==> config.mk <==
export PLATFORM = sky130hd
export DESIGN_NAME = tlu_trigger_number_tx
export DESIGN_NICKNAME = d
export VERILOG_FILES = /design/src/rtl/tlu_pkg.sv /design/src/rtl/tlu_sync_edge.sv /design/src/rtl/tlu_trigger_number_tx.sv
export SDC_FILE = /design/constraint.sdc
export NUM_CORES = 1
export LEC_CHECK = 0
export BUFFER_PORTS_ARGS = -buffer_cell sky130_fd_sc_hd__buf_2
export CAP_MARGIN = 0
export CORE_MARGIN = 3
export CORE_UTILIZATION = 46
export CTS_CLUSTER_DIAMETER = 50
export CTS_CLUSTER_SIZE = 30
export DETAILED_ROUTE_END_ITERATION = 12
export PLACE_DENSITY_LB_ADDON = 0.08
export SYNTH_ARGS = -nofsm -noshare
export SYNTH_HDL_FRONTEND = slang
export SYNTH_SLANG_ARGS = --single-unit
==> constraint.sdc <==
create_clock -name CLK -period 2.2 [get_ports CLK]
set_input_delay 0.11 -clock CLK [delete_from_list [all_inputs] [get_ports CLK]]
set_output_delay 0.11 -clock CLK [all_outputs]
set_load 0.005 [all_outputs]
==> src/rtl/tlu_pkg.sv <==
// Shared definitions for the TLU trigger-number transmitter.
// State encoding, width limits and counter widths.
package tlu_pkg;

  localparam int TLU_MAX_DATA_WIDTH = 31;
  localparam int MISSED_W = 8;

  localparam logic [1:0] ST_IDLE_E     = 2'd0;
  localparam logic [1:0] ST_TRIGGER_E  = 2'd1;
  localparam logic [1:0] ST_WAIT_CLK_E = 2'd2;
  localparam logic [1:0] ST_DONE_E     = 2'd3;

  typedef enum logic [1:0] {
    ST_IDLE     = ST_IDLE_E,
    ST_TRIGGER  = ST_TRIGGER_E,
    ST_WAIT_CLK = ST_WAIT_CLK_E,
    ST_DONE     = ST_DONE_E
  } tlu_state_t;

endpackage

==> src/rtl/tlu_sync_edge.sv <==
// Multi-flop synchronizer with registered rising/falling edge pulses.
// Edge pulses are aligned with the first cycle of the new synced level.
module tlu_sync_edge #(
  parameter int STAGES = 2
) (
  input  logic CLK,
  input  logic RESET,
  input  logic i_d,
  output logic o_q,
  output logic o_rise,
  output logic o_fall
);

  logic [STAGES-1:0] r_sync;
  logic              r_rise;
  logic              r_fall;

  always_ff @(posedge CLK or posedge RESET) begin
    if (RESET) begin
      r_sync <= '0;
      r_rise <= 1'b0;
      r_fall <= 1'b0;
    end else begin
      r_sync <= {r_sync[STAGES-2:0], i_d};
      r_rise <= r_sync[STAGES-2] & ~r_sync[STAGES-1];
      r_fall <= ~r_sync[STAGES-2] & r_sync[STAGES-1];
    end
  end

  assign o_q    = r_sync[STAGES-1];
  assign o_rise = r_rise;
  assign o_fall = r_fall;

endmodule

==> src/rtl/tlu_trigger_number_tx.sv <==
// TLU-side trigger/busy/clock handshake: trigger, then serial trigger number.
// Optional busy-handshake timeout enabled by defining TLU_TX_TIMEOUT_EN.
module tlu_trigger_number_tx
  import tlu_pkg::*;
#(
  parameter int DATA_WIDTH  = 15,
  parameter int SYNC_STAGES = 2
) (
  input  logic                  CLK,
  input  logic                  RESET,
  input  logic                  ENABLE,
  input  logic                  TRIGGER_IN,
  input  logic                  MSB_FIRST,
  input  logic [15:0]           TIMEOUT_CYCLES,
  input  logic                  NUMBER_LOAD,
  input  logic [DATA_WIDTH-1:0] NUMBER_LOAD_VALUE,
  input  logic                  TLU_BUSY,
  input  logic                  TLU_CLOCK,
  output logic                  TLU_TRIGGER,
  output logic [DATA_WIDTH-1:0] TRIGGER_NUMBER,
  output logic                  TX_ACTIVE,
  output logic [MISSED_W-1:0]   MISSED_TRIGGERS,
  output logic                  TX_ERROR,
  output logic                  TX_TIMEOUT
);

  localparam int CW = $clog2(DATA_WIDTH + 1);
  localparam logic [CW-1:0] BITS = CW'(DATA_WIDTH);

  tlu_state_t            r_state, w_state_nxt;
  logic [DATA_WIDTH-1:0] r_sr, w_sr_nxt;
  logic [DATA_WIDTH-1:0] r_num, w_num_nxt;
  logic [DATA_WIDTH-1:0] w_load_val, w_rev;
  logic [CW-1:0]         r_cnt, w_cnt_nxt;
  logic                  r_trig, w_trig_nxt;
  logic [MISSED_W-1:0]   r_missed, w_missed_nxt;
  logic                  w_busy_s, w_busy_rise, w_busy_fall;
  logic                  w_clk_s, w_clk_rise, w_clk_fall;
  logic                  w_unused;

  tlu_sync_edge #(.STAGES(SYNC_STAGES)) u_sync_busy (
    .CLK    (CLK),
    .RESET  (RESET),
    .i_d    (TLU_BUSY),
    .o_q    (w_busy_s),
    .o_rise (w_busy_rise),
    .o_fall (w_busy_fall)
  );

  tlu_sync_edge #(.STAGES(SYNC_STAGES)) u_sync_clk (
    .CLK    (CLK),
    .RESET  (RESET),
    .i_d    (TLU_CLOCK),
    .o_q    (w_clk_s),
    .o_rise (w_clk_rise),
    .o_fall (w_clk_fall)
  );

`ifdef TLU_TX_TIMEOUT_EN
  logic [15:0] r_tmo_cnt, w_tmo_cnt_nxt;
  logic        r_tmo, w_tmo_nxt;
  logic        w_tmo_hit;

  assign w_tmo_hit = (TIMEOUT_CYCLES != 16'd0) &&
                     (r_tmo_cnt == TIMEOUT_CYCLES - 16'd1);
  assign w_tmo_cnt_nxt = (r_state == ST_TRIGGER) ?
                         r_tmo_cnt + 16'd1 : 16'd0;
  assign w_unused = ^{w_busy_rise, w_busy_fall,
                      w_clk_s, w_clk_fall};
`else
  assign w_unused = ^{w_busy_rise, w_busy_fall,
                      w_clk_s, w_clk_fall, TIMEOUT_CYCLES};
`endif

  always_comb begin
    w_rev = '0;
    for (int i = 0; i < DATA_WIDTH; i++)
      w_rev[i] = w_load_val[DATA_WIDTH-1-i];
  end

  assign w_load_val = NUMBER_LOAD ? NUMBER_LOAD_VALUE : r_num;

  always_comb begin
    w_state_nxt  = r_state;
    w_sr_nxt     = r_sr;
    w_num_nxt    = r_num;
    w_cnt_nxt    = r_cnt;
    w_trig_nxt   = r_trig;
    w_missed_nxt = r_missed;
`ifdef TLU_TX_TIMEOUT_EN
    w_tmo_nxt    = 1'b0;
`endif
    // Requests arriving mid-transfer are dropped, only counted.
    if (TRIGGER_IN && ENABLE && r_state != ST_IDLE &&
        r_missed != {MISSED_W{1'b1}})
      w_missed_nxt = r_missed + 1'b1;
    unique case (r_state)
      ST_IDLE: begin
        w_trig_nxt = 1'b0;
        w_num_nxt  = w_load_val;
        if (TRIGGER_IN && ENABLE) begin
          w_sr_nxt    = MSB_FIRST ? w_load_val : w_rev;
          w_cnt_nxt   = '0;
          w_trig_nxt  = 1'b1;
          w_state_nxt = ST_TRIGGER;
        end
      end
      ST_TRIGGER: begin
        if (w_busy_s) begin
          w_trig_nxt  = 1'b0;
          w_state_nxt = ST_WAIT_CLK;
        end
`ifdef TLU_TX_TIMEOUT_EN
        else if (w_tmo_hit) begin
          w_trig_nxt  = 1'b0;
          w_num_nxt   = r_num + 1'b1;
          w_tmo_nxt   = 1'b1;
          w_state_nxt = ST_IDLE;
        end
`endif
      end
      ST_WAIT_CLK: begin
        if (w_clk_rise) begin
          if (r_cnt < BITS) begin
            w_trig_nxt = r_sr[DATA_WIDTH-1];
            w_sr_nxt   = r_sr << 1;
            w_cnt_nxt  = r_cnt + 1'b1;
          end else begin
            w_trig_nxt = 1'b0;
          end
        end
        if (!w_busy_s) begin
          w_trig_nxt  = 1'b0;
          w_state_nxt = ST_DONE;
        end
      end
      ST_DONE: begin
        w_trig_nxt  = 1'b0;
        w_num_nxt   = r_num + 1'b1;
        w_state_nxt = ST_IDLE;
      end
    endcase
  end

  always_ff @(posedge CLK or posedge RESET) begin
    if (RESET) begin
      r_state  <= ST_IDLE;
      r_sr     <= '0;
      r_num    <= '0;
      r_cnt    <= '0;
      r_trig   <= 1'b0;
      r_missed <= '0;
    end else begin
      r_state  <= w_state_nxt;
      r_sr     <= w_sr_nxt;
      r_num    <= w_num_nxt;
      r_cnt    <= w_cnt_nxt;
      r_trig   <= w_trig_nxt;
      r_missed <= w_missed_nxt;
    end
  end

`ifdef TLU_TX_TIMEOUT_EN
  always_ff @(posedge CLK or posedge RESET) begin
    if (RESET) begin
      r_tmo_cnt <= '0;
      r_tmo     <= 1'b0;
    end else begin
      r_tmo_cnt <= w_tmo_cnt_nxt;
      r_tmo     <= w_tmo_nxt;
    end
  end
  assign TX_TIMEOUT = r_tmo;
`else
  assign TX_TIMEOUT = 1'b0;
`endif

  assign TLU_TRIGGER     = r_trig;
  assign TRIGGER_NUMBER  = r_num;
  assign TX_ACTIVE       = (r_state != ST_IDLE);
  assign MISSED_TRIGGERS = r_missed;
  assign TX_ERROR        = (r_state == ST_DONE) && (r_cnt < BITS);

endmodule

# Yosys cells after proc, flatten, opt, wreduce, memory -nomap -nowiden
# Index checks and enable logic that the tools add are counted.
totals:
  input_bits: 39
  out_inout_bits: 27
  word_cells: 57
  ff_bits: 50
classes:
  reduce_logical: 11
  magnitude_cmp: 1
  n_addsub: 3
  mux: 21
  n_bitwise: 2
  n_eq_ne: 10
ops:
  columns: ["operator", "count"]
  rows:
  - ["$mux 15", 5]
  - ["$pmux 15 s2", 2]
  - ["$add 15x1->15 const B", 1]
  - ["$mux 4", 3]
  - ["$add 8x1->8 const B", 1]
  - ["$ne 8x8->1 const B", 1]
  - ["$pmux 2 s4", 1]
  - ["$pmux 4 s2", 1]
  - ["$mux 2", 3]
  - ["$ne 2x2->1 const B", 3]
  - ["$reduce_bool 2->1", 3]
  - ["$mux 1", 5]
  - ["$add 4x1->4 const B", 1]
  - ["$eq 2x2->1 const B", 2]
  - ["$logic_and 1x1->1", 4]
  - ["$lt 4x4->1 const B", 1]
  - ["$ne 2x1->1 const B", 2]
  - ["$pmux 1 s4", 1]
  - ["$reduce_and 4->1", 1]
  - ["$ne 3x2->1 const B", 1]
  - ["$reduce_and 3->1", 1]
  - ["$eq 2x1->1 const B", 1]
  - ["$logic_not 2->1", 1]
  - ["$reduce_and 2->1", 1]
  - ["2 further kinds", 2]

# Logic depth before layout (Yosys ltp)
# Gate-level depths: netlist (run 1).
logic_depth:
  word_depth: 5
  mapped_depth: 8

# Hierarchy
# A second synthesis (run 1) with hierarchy kept.
unflattened:
  cells_unflattened: 306
  area_unflattened_um2: 3159.3
by_module_without_submodules:
  columns: ["mod", "area_per_inst_um2", "cells_per_inst", "seq_area_each_um2", "instances"]
  rows:
  - ["tlu_trigger_number_tx", 2921.6, 292, 1126.1, 1]
  - ["tlu_sync_edge", 118.9, 7, 100.1, 2]

# Worst setup path before layout (run 1)
# Ideal clock, no wire load.
synth_timing:
  path_kind: "reg-to-reg"
  from: "register r_state[0]"
  to: "register r_num[14] (netlist: TRIGGER_NUMBER[14])"
  stages_incl_launch_ff: 7
  arrival_ps: 1710
  setup_time_ps: 126
  setup_slack_ps: 364
  n_path_buf: 1
  cell_sequence: "dfrtp_1 -> inv_1 -> ha_1 -> buf_4 -> or4_4 -> o32ai_2 -> nor3_1"
synth_via:
  elab_chain_cells: 2
  word_cells_on_any_way: 4
  cone_classes: "eq/ne: 1; mux: 1; reduce/logical: 2"
synth_lines:
  columns: ["item", "line_no", "text"]
  rows:
  - ["from (decl)", "tlu_trigger_number_tx.sv:30", "tlu_state_t r_state, w_state_nxt;"]
  - ["from (signal assigned)", "tlu_trigger_number_tx.sv:154", "r_state <= w_state_nxt;"]
  - ["$eq 2x2->1 / $logic_not 2->1 (equally long branches)", "tlu_trigger_number_tx.sv:97", "unique case (r_state)"]
  - ["$pmux 15 s2 / $reduce_bool 2->1 (equally long branches)", null, null]
  - ["to (signal assigned)", "tlu_trigger_number_tx.sv:156", "r_num <= w_num_nxt;"]
  - ["to (decl)", "tlu_trigger_number_tx.sv:32", "logic [DATA_WIDTH-1:0] r_num, w_num_nxt;"]
# Parallel ways exist; a longest one is shown, timed or not.
# A chain may end at the register's enable or synchronous reset.

# Worst setup path after layout (run 1)
layout_timing:
  from: "register r_state[0]"
  to: "register r_num[13] (netlist: TRIGGER_NUMBER[13])"
# Same word-level chain as after synthesis.

==> flow_summary.html, run 1 <==
<table>
<tr><th>Metric</th><th>Value</th></tr>
<tr><th colspan="2">Outcome</th></tr>
<tr><td>Outcome</td><td>finished clean</td></tr>
<tr><th colspan="2">Floorplan</th></tr>
<tr><td>Die outline width</td><td>87.0 microns</td></tr>
<tr><td>Core area</td><td>6130 sq um</td></tr>
<tr><td>Vert. Die Dim</td><td>87.0 microns</td></tr>
<tr><td>IO Count</td><td>66</td></tr>
<tr><td>Site row count</td><td>28</td></tr>
<tr><td>Overall die area</td><td>7570 sq um</td></tr>
<tr><td>Initial Util</td><td>0.492</td></tr>
<tr><th colspan="2">Layout</th></tr>
<tr><td>Cell area after layout</td><td>3450 sq um</td></tr>
<tr><td>Fraction of layout cells with a size suffix above 1</td><td>0.254</td></tr>
<tr><td>Area of the multi-input gates</td><td>1580 sq um</td></tr>
<tr><td>Number of nets in the layout</td><td>383</td></tr>
<tr><td>Filler-free cell count of the finished design</td><td>413</td></tr>
<tr><td>Layout filler cell count</td><td>565</td></tr>
<tr><td>N_diodes</td><td>0</td></tr>
<tr><td>Sequential cell area</td><td>1250 sq um</td></tr>
<tr><td>Area delta synth-&gt;final</td><td>14.3%</td></tr>
<tr><th colspan="2">Synthesis</th></tr>
<tr><td>Compound-gate portion of the synthesized area</td><td>0.194</td></tr>
<tr><td>Largest family of logic cells by synthesized area</td><td>compound AO/OA/AOI/OAI gates</td></tr>
<tr><td>Unique cell type count in the Yosys netlist</td><td>62</td></tr>
<tr><td>Post-synthesis simple-gate area fraction</td><td>0.128</td></tr>
<tr><td>Number of synthesized register bits</td><td>50</td></tr>
<tr><td>Share of cell area taken by muxes after synthesis</td><td>0.149</td></tr>
<tr><td>Cell Area, Synth</td><td>3020 sq um</td></tr>
<tr><td>Synthesized-area fraction occupied by adder cells</td><td>0.0290</td></tr>
<tr><td>Mean instance size in the synthesized netlist</td><td>10.4 sq um</td></tr>
<tr><td>Number of enable flip-flop cells after synthesis</td><td>0</td></tr>
<tr><td>Portion of the post-synthesis area used by sequential elements</td><td>0.414</td></tr>
<tr><td>Asr flop ratio synth</td><td>1.00</td></tr>
<tr><td>Top_reg_cell synth</td><td>sky130_fd_sc_hd__dfrtp_1</td></tr>
<tr><td>Net count of the mapped netlist</td><td>335</td></tr>
<tr><td>Synthesized-area fraction occupied by xor and xnor cells</td><td>0.0203</td></tr>
<tr><td>Gate count of the mapped netlist</td><td>289</td></tr>
<tr><td>Yosys warns</td><td>0</td></tr>
<tr><th colspan="2">Routing</th></tr>
<tr><td>Routed WL per cell</td><td>17.2 microns</td></tr>
<tr><td>Average vias per placed instance</td><td>5.90</td></tr>
<tr><td>Number of DRC violations after detailed routing</td><td>0</td></tr>
<tr><td>Number of nets still failing antenna checks after routing</td><td>0</td></tr>
<tr><td>Count of TritonRoute iterations in the first routing pass</td><td>4</td></tr>
<tr><td>Wirelength, routed</td><td>7120 microns</td></tr>
<tr><td>Via total after detailed routing</td><td>2,437</td></tr>
<tr><td>First-iteration detailed-routing DRC count</td><td>135</td></tr>
<tr><th colspan="2">Placement</th></tr>
<tr><td>HPWL after DPL</td><td>5260 microns</td></tr>
<tr><td>Placed instance count</td><td>402</td></tr>
<tr><td># port buffers</td><td>48</td></tr>
<tr><td>Minimum setup slack after placement</td><td>0.240 ns</td></tr>
<tr><td>Cell area after placement</td><td>3310 sq um</td></tr>
<tr><td>Global placer's final weighted congestion</td><td>0.820</td></tr>
<tr><th colspan="2">Setup path</th></tr>
<tr><td>Setup CP Type</td><td>register to register</td></tr>
<tr><td>Kind of start point of the critical path</td><td>register</td></tr>
<tr><td>Kind of end point of the critical path</td><td>register</td></tr>
<tr><td>Worst Path Arrival</td><td>2.16 ns</td></tr>
<tr><td>Highest net fanout along the worst path</td><td>10</td></tr>
<tr><td>Required time of the critical path</td><td>2.38 ns</td></tr>
<tr><th colspan="2">Timing</th></tr>
<tr><td>Maximum clock frequency</td><td>0.506 GHz</td></tr>
<tr><td>Final clock period utilization by the worst path</td><td>0.899</td></tr>
<tr><td>Number of hold-slack violations in the final timing report</td><td>0</td></tr>
<tr><td>Setup repair after global routing missed its margin</td><td>no</td></tr>
<tr><td>Normalized max-slew margin</td><td>0.567</td></tr>
<tr><td>Hold slack</td><td>0.138 ns</td></tr>
<tr><td>Max-slew violations</td><td>0</td></tr>
<tr><td>Worst setup margin</td><td>0.222 ns</td></tr>
<tr><td>Number of setup violations in the final report</td><td>0</td></tr>
<tr><td>Actual slew at the worst max-slew pin</td><td>0.649 ns</td></tr>
<tr><td>Post-Route Skew</td><td>0.0111 ns</td></tr>
<tr><td>Final TNS setup</td><td>0 ns</td></tr>
<tr><td>Final critical path time including I/O delays and setup</td><td>1.98 ns</td></tr>
<tr><th colspan="2">Pwr</th></tr>
<tr><td>Standby leakage power</td><td>0.00151 uW</td></tr>
<tr><td>Power density of the placed cells</td><td>1390 nW/um^2</td></tr>
<tr><td>Maximum VDD drop</td><td>0.734 mV</td></tr>
<tr><th colspan="2">Clock network</th></tr>
<tr><td>Count of cells resized by post-cts repair</td><td>0</td></tr>
<tr><td>Number of hold buffers added after cts</td><td>3</td></tr>
<tr><td>Number of buffers inserted during clock tree synthesis</td><td>5</td></tr>
<tr><td>Clk Latency, worst-skew pair</td><td>0.31 ns</td></tr>
<tr><td>Clock slew at the register clock pins of the worst setup and hold paths</td><td>0.10 ns</td></tr>
<tr><td>Setup bufs post-CTS</td><td>0</td></tr>
<tr><td>TritonCTS clock tree</td><td>done</td></tr>
<tr><td>Count of H-tree levels built during CTS</td><td>2</td></tr>
<tr><td>Clock net sink count</td><td>50</td></tr>
<tr><td>CTS Root Cell</td><td>sky130_fd_sc_hd__clkbuf_8</td></tr>
<tr><td>Maximum buffer depth of the clock tree</td><td>2</td></tr>
<tr><th colspan="2">GRT</th></tr>
<tr><td>Gr usage total</td><td>0.199</td></tr>
<tr><td>Initial antenna violation count</td><td>0</td></tr>
<tr><td>Number of global-route vias before repair</td><td>2,348</td></tr>
<tr><td>Maximum number of pins on one net before global-route repair</td><td>51</td></tr>
<tr><td>Grt total ovfl</td><td>0</td></tr>
<tr><td>First-pass GRT wire length</td><td>11,900 microns</td></tr>
<tr><th colspan="2">Job</th></tr>
<tr><td>Max Cap Viol</td><td>0</td></tr>
<tr><th colspan="2">Hold path</th></tr>
<tr><td>Class of the tightest hold or removal check</td><td>input port to register</td></tr>
</table>
synthesized netlist by cell type, types with 6 or more instances:
cell type | instances | area share
sky130_fd_sc_hd__dfrtp_1 | 50 | 0.41
sky130_fd_sc_hd__o21ai_0 | 24 | 0.040
sky130_fd_sc_hd__nand2_1 | 18 | 0.022
sky130_fd_sc_hd__o21ai_1 | 17 | 0.028
sky130_fd_sc_hd__a21oi_1 | 16 | 0.027
sky130_fd_sc_hd__mux2i_1 | 15 | 0.050
sky130_fd_sc_hd__mux4_2 | 10 | 0.075
sky130_fd_sc_hd__inv_1 | 9 | 0.011
sky130_fd_sc_hd__nand3_1 | 9 | 0.015
sky130_fd_sc_hd__nor2_1 | 8 | 0.0099
sky130_fd_sc_hd__ha_1 | 7 | 0.029
sky130_fd_sc_hd__buf_2 | 6 | 0.0099
sky130_fd_sc_hd__clkbuf_1 | 6 | 0.0075
sky130_fd_sc_hd__nand2b_1 | 6 | 0.012
cells by family after synthesis:
kind of cell | after synthesis
adder cells (fa/ha/maj) | 7
buffers and inverters | 32
AND/OR/NAND/NOR | 71
multiplexers | 29
flip-flops | 50
other | 1
XOR/XNOR | 7
AO/OA/AOI/OAI | 92
cell type report:
class / instances / area share
clock buffer: 6 / 0.0210
inverter: 11 / 0.0159
multi-input combinational: 207 / 0.457
sequential: 50 / 0.362
tap: 75 / 0.0272
clock inverter: 2 / 0.0109
timing repair buffer: 62 / 0.106
metrics by stage:
stage | total power [uW] | utilization
2_1_floorplan | 3430 | -
3_3_place_gp | 4120 | 0.540
3_5_place_dp | 4170 | 0.540
4_1_cts | 4840 | 0.563
5_1_grt | 5200 | 0.563
6_report | 4800 | 0.563
sequential cells by signal (all words and copies together), names as in the netlist:
| register | cells |
|---|---|
| u_sync_busy.r_sync | 2 |
| u_sync_clk.r_sync | 2 |
| TLU_TRIGGER | 1 |
| r_cnt | 4 |
| TRIGGER_NUMBER | 15 |
| MISSED_TRIGGERS | 8 |
| r_sr | 15 |
| r_state | 2 |
| u_sync_clk.o_rise | 1 |
power by group:
part / internal [uW] / leakage, uW / switching, uW
logic: 1170 / 0.000844 / 1290
registers: 1300 / 0.000613 / 385
clock network: 340 / 0.0000514 / 319
worst max-delay path, stage by stage (launching register included):
cell and delay [ns]:
sky130_fd_sc_hd__dfrtp_1 0.41, sky130_fd_sc_hd__inv_1 0.08, sky130_fd_sc_hd__ha_1 0.44, sky130_fd_sc_hd__or4_4 0.61
sky130_fd_sc_hd__o221ai_1 0.19, sky130_fd_sc_hd__o311ai_1 0.12
path summary, 6_finish.rpt:
path | endpoint | cells past startpoint | slack [ns] | startpoint
hold / removal | TRIGGER_NUMBER[1] | 3 | 0.14 | NUMBER_LOAD_VALUE[1]
min in group asynchronous | MISSED_TRIGGERS[4] | 4 | 0.52 | RESET
setup reg to reg | TRIGGER_NUMBER[13] | 5 | 0.22 | r_state[0]
max in group asynchronous | r_sr[8] | 4 | 1.24 | RESET
hold reg to reg | u_sync_busy.r_sync[1] | 0 | 0.36 | u_sync_busy.r_sync[0]
setup / recovery | TRIGGER_NUMBER[13] | 5 | 0.22 | r_state[0]
metal layers:
| metal | wire (microns) | GRT usage |
|---|---|---|
| met2 | 3490 | 0.311 |
| met1 | 3350 | 0.289 |
| met4 | 63 | 0.0524 |
| met3 | 222 | 0.0303 |
| met5 | 0 | 0 |
cell usage in the layout, fill, tap and decap left out, drive strengths merged, types with 2 or more instances in the layout:
master        n
nand2b        6
nand3         9
nor3b         2
nand2        18
buf          59
nor2          9
o221ai        2
mux2          2
and4          3
o21bai        2
o32ai         2
inv           9
mux4         12
or3           4
dlygate4sd3   3
o21a          2
a21oi        16
a31oi         3
o21ai        41
bufinv        2
xor2          2
ha            7
nor3          4
a2bb2oi       3
o32a          3
clkbuf        6
xnor2         5
nor2b         4
and3          3
mux2i        15
dfrtp        50
and2          3
o22ai         4
nand4         3
No activity file was read; power rests on OpenSTA's default activity.
==> run 2: changes to the inputs <==
CELL_PAD_IN_SITES_DETAIL_PLACEMENT = 1   (was default)
CELL_PAD_IN_SITES_GLOBAL_PLACEMENT = 2   (was default)
CORE_UTILIZATION = 34   (was 46)
==> run 2 against run 1 <==
  * Register-to-register slack better by 0.03 ns
  * First-iteration DRC count down 8.1%
  * Core utilization down 14 points
  * Design area up 2.1%
  * Hold slack better by 0.0059 ns
  * Routed wire length up 18%
  * Non-clock buffer count up 7
  * Combinational power up 5%
  * Setup slack better by 0.029 ns
  * Critical endpoint is now r_sr[0]
  * Largest cell class unchanged
  * Largest power group unchanged
==> flow_summary.html, run 2 (synthesized netlist as in run 1, its figures left out) <==
<table>
<tr><th>Metric</th><th>Value</th></tr>
<tr><th colspan="2">Clock network</th></tr>
<tr><td>Count of H-tree levels built during CTS</td><td>2 (unchanged)</td></tr>
<tr><td>Number of buffers inserted during clock tree synthesis</td><td>5 (unchanged)</td></tr>
<tr><td>Clock slew at the register clock pins of the worst setup and hold paths</td><td>0.10 ns (about the same)</td></tr>
<tr><td>Clk Latency, worst-skew pair</td><td>0.31 ns (about the same)</td></tr>
<tr><td>TritonCTS clock tree</td><td>done</td></tr>
<tr><td>Maximum buffer depth of the clock tree</td><td>2 (unchanged)</td></tr>
<tr><td>Count of cells resized by post-cts repair</td><td>0 (unchanged)</td></tr>
<tr><td>Clock net sink count</td><td>50 (unchanged)</td></tr>
<tr><td>CTS Root Cell</td><td>sky130_fd_sc_hd__clkbuf_8</td></tr>
<tr><th colspan="2">Setup path</th></tr>
<tr><td>Highest net fanout along the worst path</td><td>17 (+7)</td></tr>
<tr><td>FF-to-FF path depth</td><td>6 (+1)</td></tr>
<tr><td>Required time of the critical path</td><td>2.45 ns (+0.07 ns)</td></tr>
<tr><td>Worst Path Arrival</td><td>2.20 ns (+0.04 ns)</td></tr>
<tr><td>Kind of start point of the critical path</td><td>register</td></tr>
<tr><td>Slack of the worst reg-to-reg path</td><td>0.25 ns (+0.03 ns)</td></tr>
<tr><td>Setup CP Type</td><td>register to register</td></tr>
<tr><td>Kind of end point of the critical path</td><td>register</td></tr>
<tr><th colspan="2">Layout</th></tr>
<tr><td>Fraction of layout cells with a size suffix above 1</td><td>0.267 (+0.0122)</td></tr>
<tr><td>Most common cell after layout, fill and taps aside</td><td>sky130_fd_sc_hd__dfrtp_1</td></tr>
<tr><td>Area delta synth-&gt;final</td><td>16.8%</td></tr>
<tr><td>Cell area after layout</td><td>3530 sq um (+2.1%)</td></tr>
<tr><td>Most used cells in the layout excluding fill and tap cells</td><td>50 x sky130_fd_sc_hd__dfrtp_1, 48 x sky130_fd_sc_hd__buf_2, 24 x sky130_fd_sc_hd__o21ai_0, 18 x sky130_fd_sc_hd__nand2_1, 18 x sky130_fd_sc_hd__buf_4</td></tr>
<tr><td>Area of the multi-input gates</td><td>1580 sq um (unchanged)</td></tr>
<tr><td>Filler-free cell count of the finished design</td><td>450 (+9.0%)</td></tr>
<tr><td>Layout filler cell count</td><td>992 (+76%)</td></tr>
<tr><td>Number of nets in the layout</td><td>390 (+1.8%)</td></tr>
<tr><td>N_diodes</td><td>0 (unchanged)</td></tr>
<tr><td>Sequential cell area</td><td>1250 sq um (unchanged)</td></tr>
<tr><td>Core Util, Final</td><td>0.419 (-0.144)</td></tr>
<tr><th colspan="2">GRT</th></tr>
<tr><td>Maximum number of pins on one net before global-route repair</td><td>24 (-53%)</td></tr>
<tr><td>Number of global-route vias before repair</td><td>2,653 (+13%)</td></tr>
<tr><td>Initial antenna violation count</td><td>0 (unchanged)</td></tr>
<tr><td>Gr usage total</td><td>0.176 (-0.0226)</td></tr>
<tr><td>First-pass GRT wire length</td><td>14,100 microns (+18%)</td></tr>
<tr><td>Grt total ovfl</td><td>0 (unchanged)</td></tr>
<tr><th colspan="2">Timing</th></tr>
<tr><td>Hold slack</td><td>0.144 ns (+0.00588 ns)</td></tr>
<tr><td>Normalized max-slew margin</td><td>0.584 (+0.0167)</td></tr>
<tr><td>Post-Route Skew</td><td>0.00500 ns (-0.00612 ns)</td></tr>
<tr><td>Max-slew violations</td><td>0 (unchanged)</td></tr>
<tr><td>Number of hold-slack violations in the final timing report</td><td>0 (unchanged)</td></tr>
<tr><td>Final clock period utilization by the worst path</td><td>0.886 (-0.0133)</td></tr>
<tr><td>Final TNS setup</td><td>0 ns (unchanged)</td></tr>
<tr><td>Number of setup violations in the final report</td><td>0 (unchanged)</td></tr>
<tr><td>Setup repair after global routing missed its margin</td><td>no</td></tr>
<tr><td>Maximum clock frequency</td><td>0.513 GHz (+1.5%)</td></tr>
<tr><td>Actual slew at the worst max-slew pin</td><td>0.623 ns (-0.0263 ns)</td></tr>
<tr><td>Final critical path time including I/O delays and setup</td><td>1.95 ns (-0.0292 ns)</td></tr>
<tr><th colspan="2">Floorplan</th></tr>
<tr><td>Overall die area</td><td>10,000 sq um (+33%)</td></tr>
<tr><td>Core area</td><td>8420 sq um (+37%)</td></tr>
<tr><td>Vert. Die Dim</td><td>100 microns (+15%)</td></tr>
<tr><td>Site row count</td><td>33 (+18%)</td></tr>
<tr><td>Initial Util</td><td>0.358 (-0.134)</td></tr>
<tr><td>IO Count</td><td>66 (unchanged)</td></tr>
<tr><td>Die outline width</td><td>100 microns (+15%)</td></tr>
<tr><th colspan="2">Job</th></tr>
<tr><td>Max Cap Viol</td><td>0 (unchanged)</td></tr>
<tr><th colspan="2">Placement</th></tr>
<tr><td>Placed instance count</td><td>439 (+9.2%)</td></tr>
<tr><td># port buffers</td><td>48 (unchanged)</td></tr>
<tr><td>HPWL after DPL</td><td>6340 microns (+20%)</td></tr>
<tr><td>Cell area after placement</td><td>3390 sq um (+2.3%)</td></tr>
<tr><td>Global placer's final weighted congestion</td><td>0.756 (-7.8%)</td></tr>
<tr><th colspan="2">Routing</th></tr>
<tr><td>Number of DRC violations after detailed routing</td><td>0 (unchanged)</td></tr>
<tr><td>Count of TritonRoute iterations in the first routing pass</td><td>6 (+2)</td></tr>
<tr><td>Number of nets still failing antenna checks after routing</td><td>0 (unchanged)</td></tr>
<tr><td>Average vias per placed instance</td><td>5.53 (-6.3%)</td></tr>
<tr><td>First-iteration detailed-routing DRC count</td><td>124 (-8.1%)</td></tr>
<tr><td>Routed WL per cell</td><td>18.6 microns (+8.1%)</td></tr>
<tr><td>Wirelength, routed</td><td>8390 microns (+18%)</td></tr>
<tr><td>Via total after detailed routing</td><td>2,489 (+2.1%)</td></tr>
<tr><th colspan="2">Hold path</th></tr>
<tr><td>Cell depth of the worst min-delay path</td><td>3 (unchanged)</td></tr>
<tr><td>Class of the tightest hold or removal check</td><td>input port to register</td></tr>
<tr><th colspan="2">Pwr</th></tr>
<tr><td>Maximum VDD drop</td><td>0.595 mV (-19%)</td></tr>
<tr><td>Power density of the placed cells</td><td>1400 nW/um^2 (+0.88%)</td></tr>
<tr><td>Standby leakage power</td><td>0.00154 uW (+1.8%)</td></tr>
<tr><th colspan="2">Outcome</th></tr>
<tr><td>Outcome</td><td>finished clean</td></tr>
</table>
-- run 2: routing by layer --
| layer | GRT usage | routed length (microns) | vias up |
|---|---|---|---|
| met5 | 0 | 0 | - |
| met3 | 0.0257 | 175 | 6 |
| met4 | 0.0342 | 74 | 0 |
| met1 | 0.254 | 4190 | 1263 |
| met2 | 0.283 | 3950 | 30 |
| li1 | - | - | 1190 |
-- run 2: final cells by class --
type / count / area share
repair buffers: 69 / 0.115
multi-input cells: 207 / 0.447
clock inverters: 1 / 0.00852
inverters: 11 / 0.0156
well taps: 105 / 0.0373
flip-flops and latches: 50 / 0.355
clock buffers: 7 / 0.0216
-- run 2: stage by stage --
stage               total power [uW]  setup slack (ns)
floorplan                       3430             0.364
global placement                4270             0.309
detailed placement              4320             0.299
CTS                             5010             0.287
global route                    5390             0.144
finish                          4950             0.251
-- run 2: timing repair --
item,CTS,global route
setup buffers,0,0
hold endpoints to repair,15,0
hold buffers,3,0
-- run 2: final timing paths --
check,startpoint,endpoint
worst min register to register,u_sync_busy.r_sync[0],u_sync_busy.r_sync[1]
worst max register to register,r_state[1],r_sr[0]
worst min-delay path,NUMBER_LOAD_VALUE[14],TRIGGER_NUMBER[14]
max in group asynchronous,RESET,r_sr[8]
min in group asynchronous,RESET,TRIGGER_NUMBER[12]
worst max-delay path,r_state[1],r_sr[0]
-- run 2: report_power, final --
part	internal, uW	total [uW]	switching [uW]
combinational	1210	2590	1370
clock	341	667	326
sequential	1290	1690	398
total	2850	4950	2100
-- run 2: worst max-delay path, cell delays in order (launching register included) --
cell and delay (ns):
sky130_fd_sc_hd__dfrtp_1 0.41, sky130_fd_sc_hd__inv_1 0.10, sky130_fd_sc_hd__ha_1 0.25, sky130_fd_sc_hd__a21boi_1 0.56, sky130_fd_sc_hd__or2_1 0.19, sky130_fd_sc_hd__buf_4 0.22, sky130_fd_sc_hd__a22o_1 0.17
==> run 3: changes to the inputs <==
BUFFER_PORTS_ARGS = -buffer_cell sky130_fd_sc_hd__buf_4   (was -buffer_cell sky130_fd_sc_hd__buf_2)
==> run 3 against run 2 <==
  * The run now ends with hold timing left
  * Fmax rose by 3.0%
  * Die area did not move
  * Non-clock buffer count fell by 2
==> flow_summary.html, run 3 (synthesized netlist as in run 1, its figures left out) <==
<table>
<tr><th>Metric</th><th>Value</th></tr>
<tr><th colspan="2">Clock network</th></tr>
<tr><td>TritonCTS clock tree</td><td>done</td></tr>
<tr><td>Number of buffers inserted during clock tree synthesis</td><td>5 (unchanged)</td></tr>
<tr><td>Maximum buffer depth of the clock tree</td><td>2 (unchanged)</td></tr>
<tr><td>Clock slew at the register clock pins of the worst setup and hold paths</td><td>0.11 ns (about the same)</td></tr>
<tr><td>Count of H-tree levels built during CTS</td><td>2 (unchanged)</td></tr>
<tr><td>Clk Latency, worst-skew pair</td><td>0.31 ns (about the same)</td></tr>
<tr><td>CTS Root Cell</td><td>sky130_fd_sc_hd__clkbuf_8</td></tr>
<tr><td>Clock net sink count</td><td>50 (unchanged)</td></tr>
<tr><td>Count of cells resized by post-cts repair</td><td>0 (unchanged)</td></tr>
<tr><th colspan="2">Timing</th></tr>
<tr><td>Number of hold-slack violations in the final timing report</td><td>27 (+27)</td></tr>
<tr><td>Number of setup violations in the final report</td><td>0 (unchanged)</td></tr>
<tr><td>Actual slew at the worst max-slew pin</td><td>0.684 ns (+0.0606 ns)</td></tr>
<tr><td>Final TNS setup</td><td>0 ns (unchanged)</td></tr>
<tr><td>Maximum clock frequency</td><td>0.529 GHz (+3.0%)</td></tr>
<tr><td>Normalized max-slew margin</td><td>0.544 (-0.0395)</td></tr>
<tr><td>Post-Route Skew</td><td>0.0109 ns (+0.00587 ns)</td></tr>
<tr><td>Final critical path time including I/O delays and setup</td><td>1.89 ns (-0.0565 ns)</td></tr>
<tr><td>Setup repair after global routing missed its margin</td><td>no</td></tr>
<tr><td>Final clock period utilization by the worst path</td><td>0.860 (-0.0257)</td></tr>
<tr><td>Max-slew violations</td><td>0 (unchanged)</td></tr>
<tr><td>Hold slack</td><td>-0.0398 ns (-0.184 ns)</td></tr>
<tr><th colspan="2">Floorplan</th></tr>
<tr><td>IO Count</td><td>66 (unchanged)</td></tr>
<tr><td>Overall die area</td><td>10,000 sq um (unchanged)</td></tr>
<tr><td>Vert. Die Dim</td><td>100 microns (unchanged)</td></tr>
<tr><td>Site row count</td><td>33 (unchanged)</td></tr>
<tr><td>Die outline width</td><td>100 microns (unchanged)</td></tr>
<tr><td>Core area</td><td>8420 sq um (unchanged)</td></tr>
<tr><td>Initial Util</td><td>0.358 (unchanged)</td></tr>
<tr><th colspan="2">Pwr</th></tr>
<tr><td>Maximum VDD drop</td><td>0.592 mV (-0.51%)</td></tr>
<tr><td>Power density of the placed cells</td><td>1390 nW/um^2 (-1.1%)</td></tr>
<tr><td>Overall power consumption</td><td>5020 uW (+1.4%)</td></tr>
<tr><td>Standby leakage power</td><td>0.00156 uW (+1.7%)</td></tr>
<tr><th colspan="2">Routing</th></tr>
<tr><td>Highest routed metal layer</td><td>met4</td></tr>
<tr><td>Number of DRC violations after detailed routing</td><td>0 (unchanged)</td></tr>
<tr><td>Routed wl met3</td><td>226 microns (+29%)</td></tr>
<tr><td>Count of TritonRoute iterations in the first routing pass</td><td>4 (-2)</td></tr>
<tr><td>Routed WL per cell</td><td>18.9 microns (+1.5%)</td></tr>
<tr><td>Detailed-route wire length on metal 1</td><td>4230 microns (+0.83%)</td></tr>
<tr><td>Total met2 wirelength after detailed routing</td><td>3960 microns (+0.28%)</td></tr>
<tr><td>Wirelength, routed</td><td>8480 microns (+1.1%)</td></tr>
<tr><td>Average vias per placed instance</td><td>5.59 (+1.1%)</td></tr>
<tr><td>Via total after detailed routing</td><td>2,504 (+0.60%)</td></tr>
<tr><td>Number of nets still failing antenna checks after routing</td><td>0 (unchanged)</td></tr>
<tr><td>First-iteration detailed-routing DRC count</td><td>90 (-27%)</td></tr>
<tr><th colspan="2">Outcome</th></tr>
<tr><td>Failing checks</td><td>hold timing</td></tr>
<tr><td>Outcome</td><td>complete, but fails checks</td></tr>
<tr><th colspan="2">Placement</th></tr>
<tr><td>Global placer's final weighted congestion</td><td>0.714 (-5.6%)</td></tr>
<tr><td># port buffers</td><td>48 (unchanged)</td></tr>
<tr><td>Placed instance count</td><td>438 (-0.23%)</td></tr>
<tr><td>Cell area after placement</td><td>3500 sq um (+3.3%)</td></tr>
<tr><td>HPWL after DPL</td><td>6260 microns (-1.3%)</td></tr>
<tr><th colspan="2">Setup path</th></tr>
<tr><td>Worst reg2reg path startpoint</td><td>r_state[0]</td></tr>
<tr><td>Highest net fanout along the worst path</td><td>4 (-13)</td></tr>
<tr><td>FF-to-FF path depth</td><td>5 (-1)</td></tr>
<tr><td>Setup CP Type</td><td>register to register</td></tr>
<tr><td>Required time of the critical path</td><td>2.40 ns (-0.05 ns)</td></tr>
<tr><td>Kind of end point of the critical path</td><td>register</td></tr>
<tr><td>Reg2Reg Capture Point</td><td>TRIGGER_NUMBER[14]</td></tr>
<tr><td>Kind of start point of the critical path</td><td>register</td></tr>
<tr><td>Slack of the worst reg-to-reg path</td><td>0.31 ns (+0.06 ns)</td></tr>
<tr><td>Worst Path Arrival</td><td>2.10 ns (-0.10 ns)</td></tr>
<tr><th colspan="2">Layout</th></tr>
<tr><td>N_diodes</td><td>0 (unchanged)</td></tr>
<tr><td>Filler-free cell count of the finished design</td><td>448 (-0.44%)</td></tr>
<tr><td>Most used cells in the layout excluding fill and tap cells</td><td>65 x sky130_fd_sc_hd__buf_4, 50 x sky130_fd_sc_hd__dfrtp_1, 24 x sky130_fd_sc_hd__o21ai_0, 18 x sky130_fd_sc_hd__nand2_1, 17 x sky130_fd_sc_hd__o21ai_1</td></tr>
<tr><td>Fraction of layout cells with a size suffix above 1</td><td>0.271 (+0.00447)</td></tr>
<tr><td>Area delta synth-&gt;final</td><td>19.8%</td></tr>
<tr><td>Number of nets in the layout</td><td>388 (-0.51%)</td></tr>
<tr><td>Cell area after layout</td><td>3620 sq um (+2.6%)</td></tr>
<tr><td>Core Util, Final</td><td>0.429 (+0.0108)</td></tr>
<tr><td>Most common cell after layout, fill and taps aside</td><td>sky130_fd_sc_hd__buf_4</td></tr>
<tr><th colspan="2">GRT</th></tr>
<tr><td>Number of global-route vias before repair</td><td>2,592 (-2.3%)</td></tr>
<tr><td>First-pass GRT wire length</td><td>13,800 microns (-2.3%)</td></tr>
<tr><td>Initial antenna violation count</td><td>0 (unchanged)</td></tr>
<tr><td>Gr usage total</td><td>0.174 (-0.00218)</td></tr>
<tr><td>Grt total ovfl</td><td>0 (unchanged)</td></tr>
<tr><td>Maximum number of pins on one net before global-route repair</td><td>51 (+110%)</td></tr>
<tr><th colspan="2">Hold path</th></tr>
<tr><td>Class of the tightest hold or removal check</td><td>input port to asynchronous set/reset pin</td></tr>
<tr><th colspan="2">Job</th></tr>
<tr><td>Max Cap Viol</td><td>0 (unchanged)</td></tr>
</table>
## run 3: critical path: stages, from the launching register on
cell and delay, ns:
sky130_fd_sc_hd__dfrtp_1 0.42, sky130_fd_sc_hd__inv_1 0.08, sky130_fd_sc_hd__ha_1 0.35, sky130_fd_sc_hd__or4_4 0.59
sky130_fd_sc_hd__o32ai_2 0.27, sky130_fd_sc_hd__nor3_1 0.07
## run 3: power breakdown
group | internal (uW) | total, uW | switching, uW
clock network | 254 | 603 | 349
logic | 1330 | 2720 | 1390
registers | 1290 | 1690 | 400
total | 2880 | 5020 | 2140
## run 3: area by class of cell
class / instances / area [sq um]
clock buffers: 6 / 82.6
clock inverters: 2 / 12.5
fillers: 946 / 4810
inverters: 11 / 55.1
multi-input cells: 207 / 1580
flip-flops and latches: 50 / 1250
well taps: 105 / 131
repair buffers: 67 / 508
## run 3: worst max path at each step
stage,from,endpoint,slack (ns),depth (start not counted)
final,r_state[0],TRIGGER_NUMBER[14],0.31,5
after CTS,r_state[0],TRIGGER_NUMBER[14],0.30,5
after global routing,r_state[0],r_sr[0],0.19,6
after detailed placement,r_state[0],TRIGGER_NUMBER[14],0.32,5
after floorplan,r_state[0],TRIGGER_NUMBER[14],0.36,6
after global placement,r_state[0],TRIGGER_NUMBER[14],0.36,5
## run 3: per-stage QoR
step / hold WS (ns) / setup WS, ns
floorplan: 0.141 / 0.364
global placement: 0.220 / 0.360
detailed placement: 0.222 / 0.317
CTS: 0.00196 / 0.302
global route: 0.0194 / 0.188
finish: -0.0398 / 0.308
## run 3: per-layer routing
layer / vias to the layer above / global-route usage
li1: 1185 / -
met1: 1270 / 0.250
met3: 5 / 0.0257
met5: - / 0
met2: 44 / 0.278
met4: 0 / 0.0415
## run 3: what timing repair did
action / 4_1_cts / 5_1_grt
setup buffers: 0 / 0
hold buffers: 2 / 0
hold endpoints to repair: 2 / 0
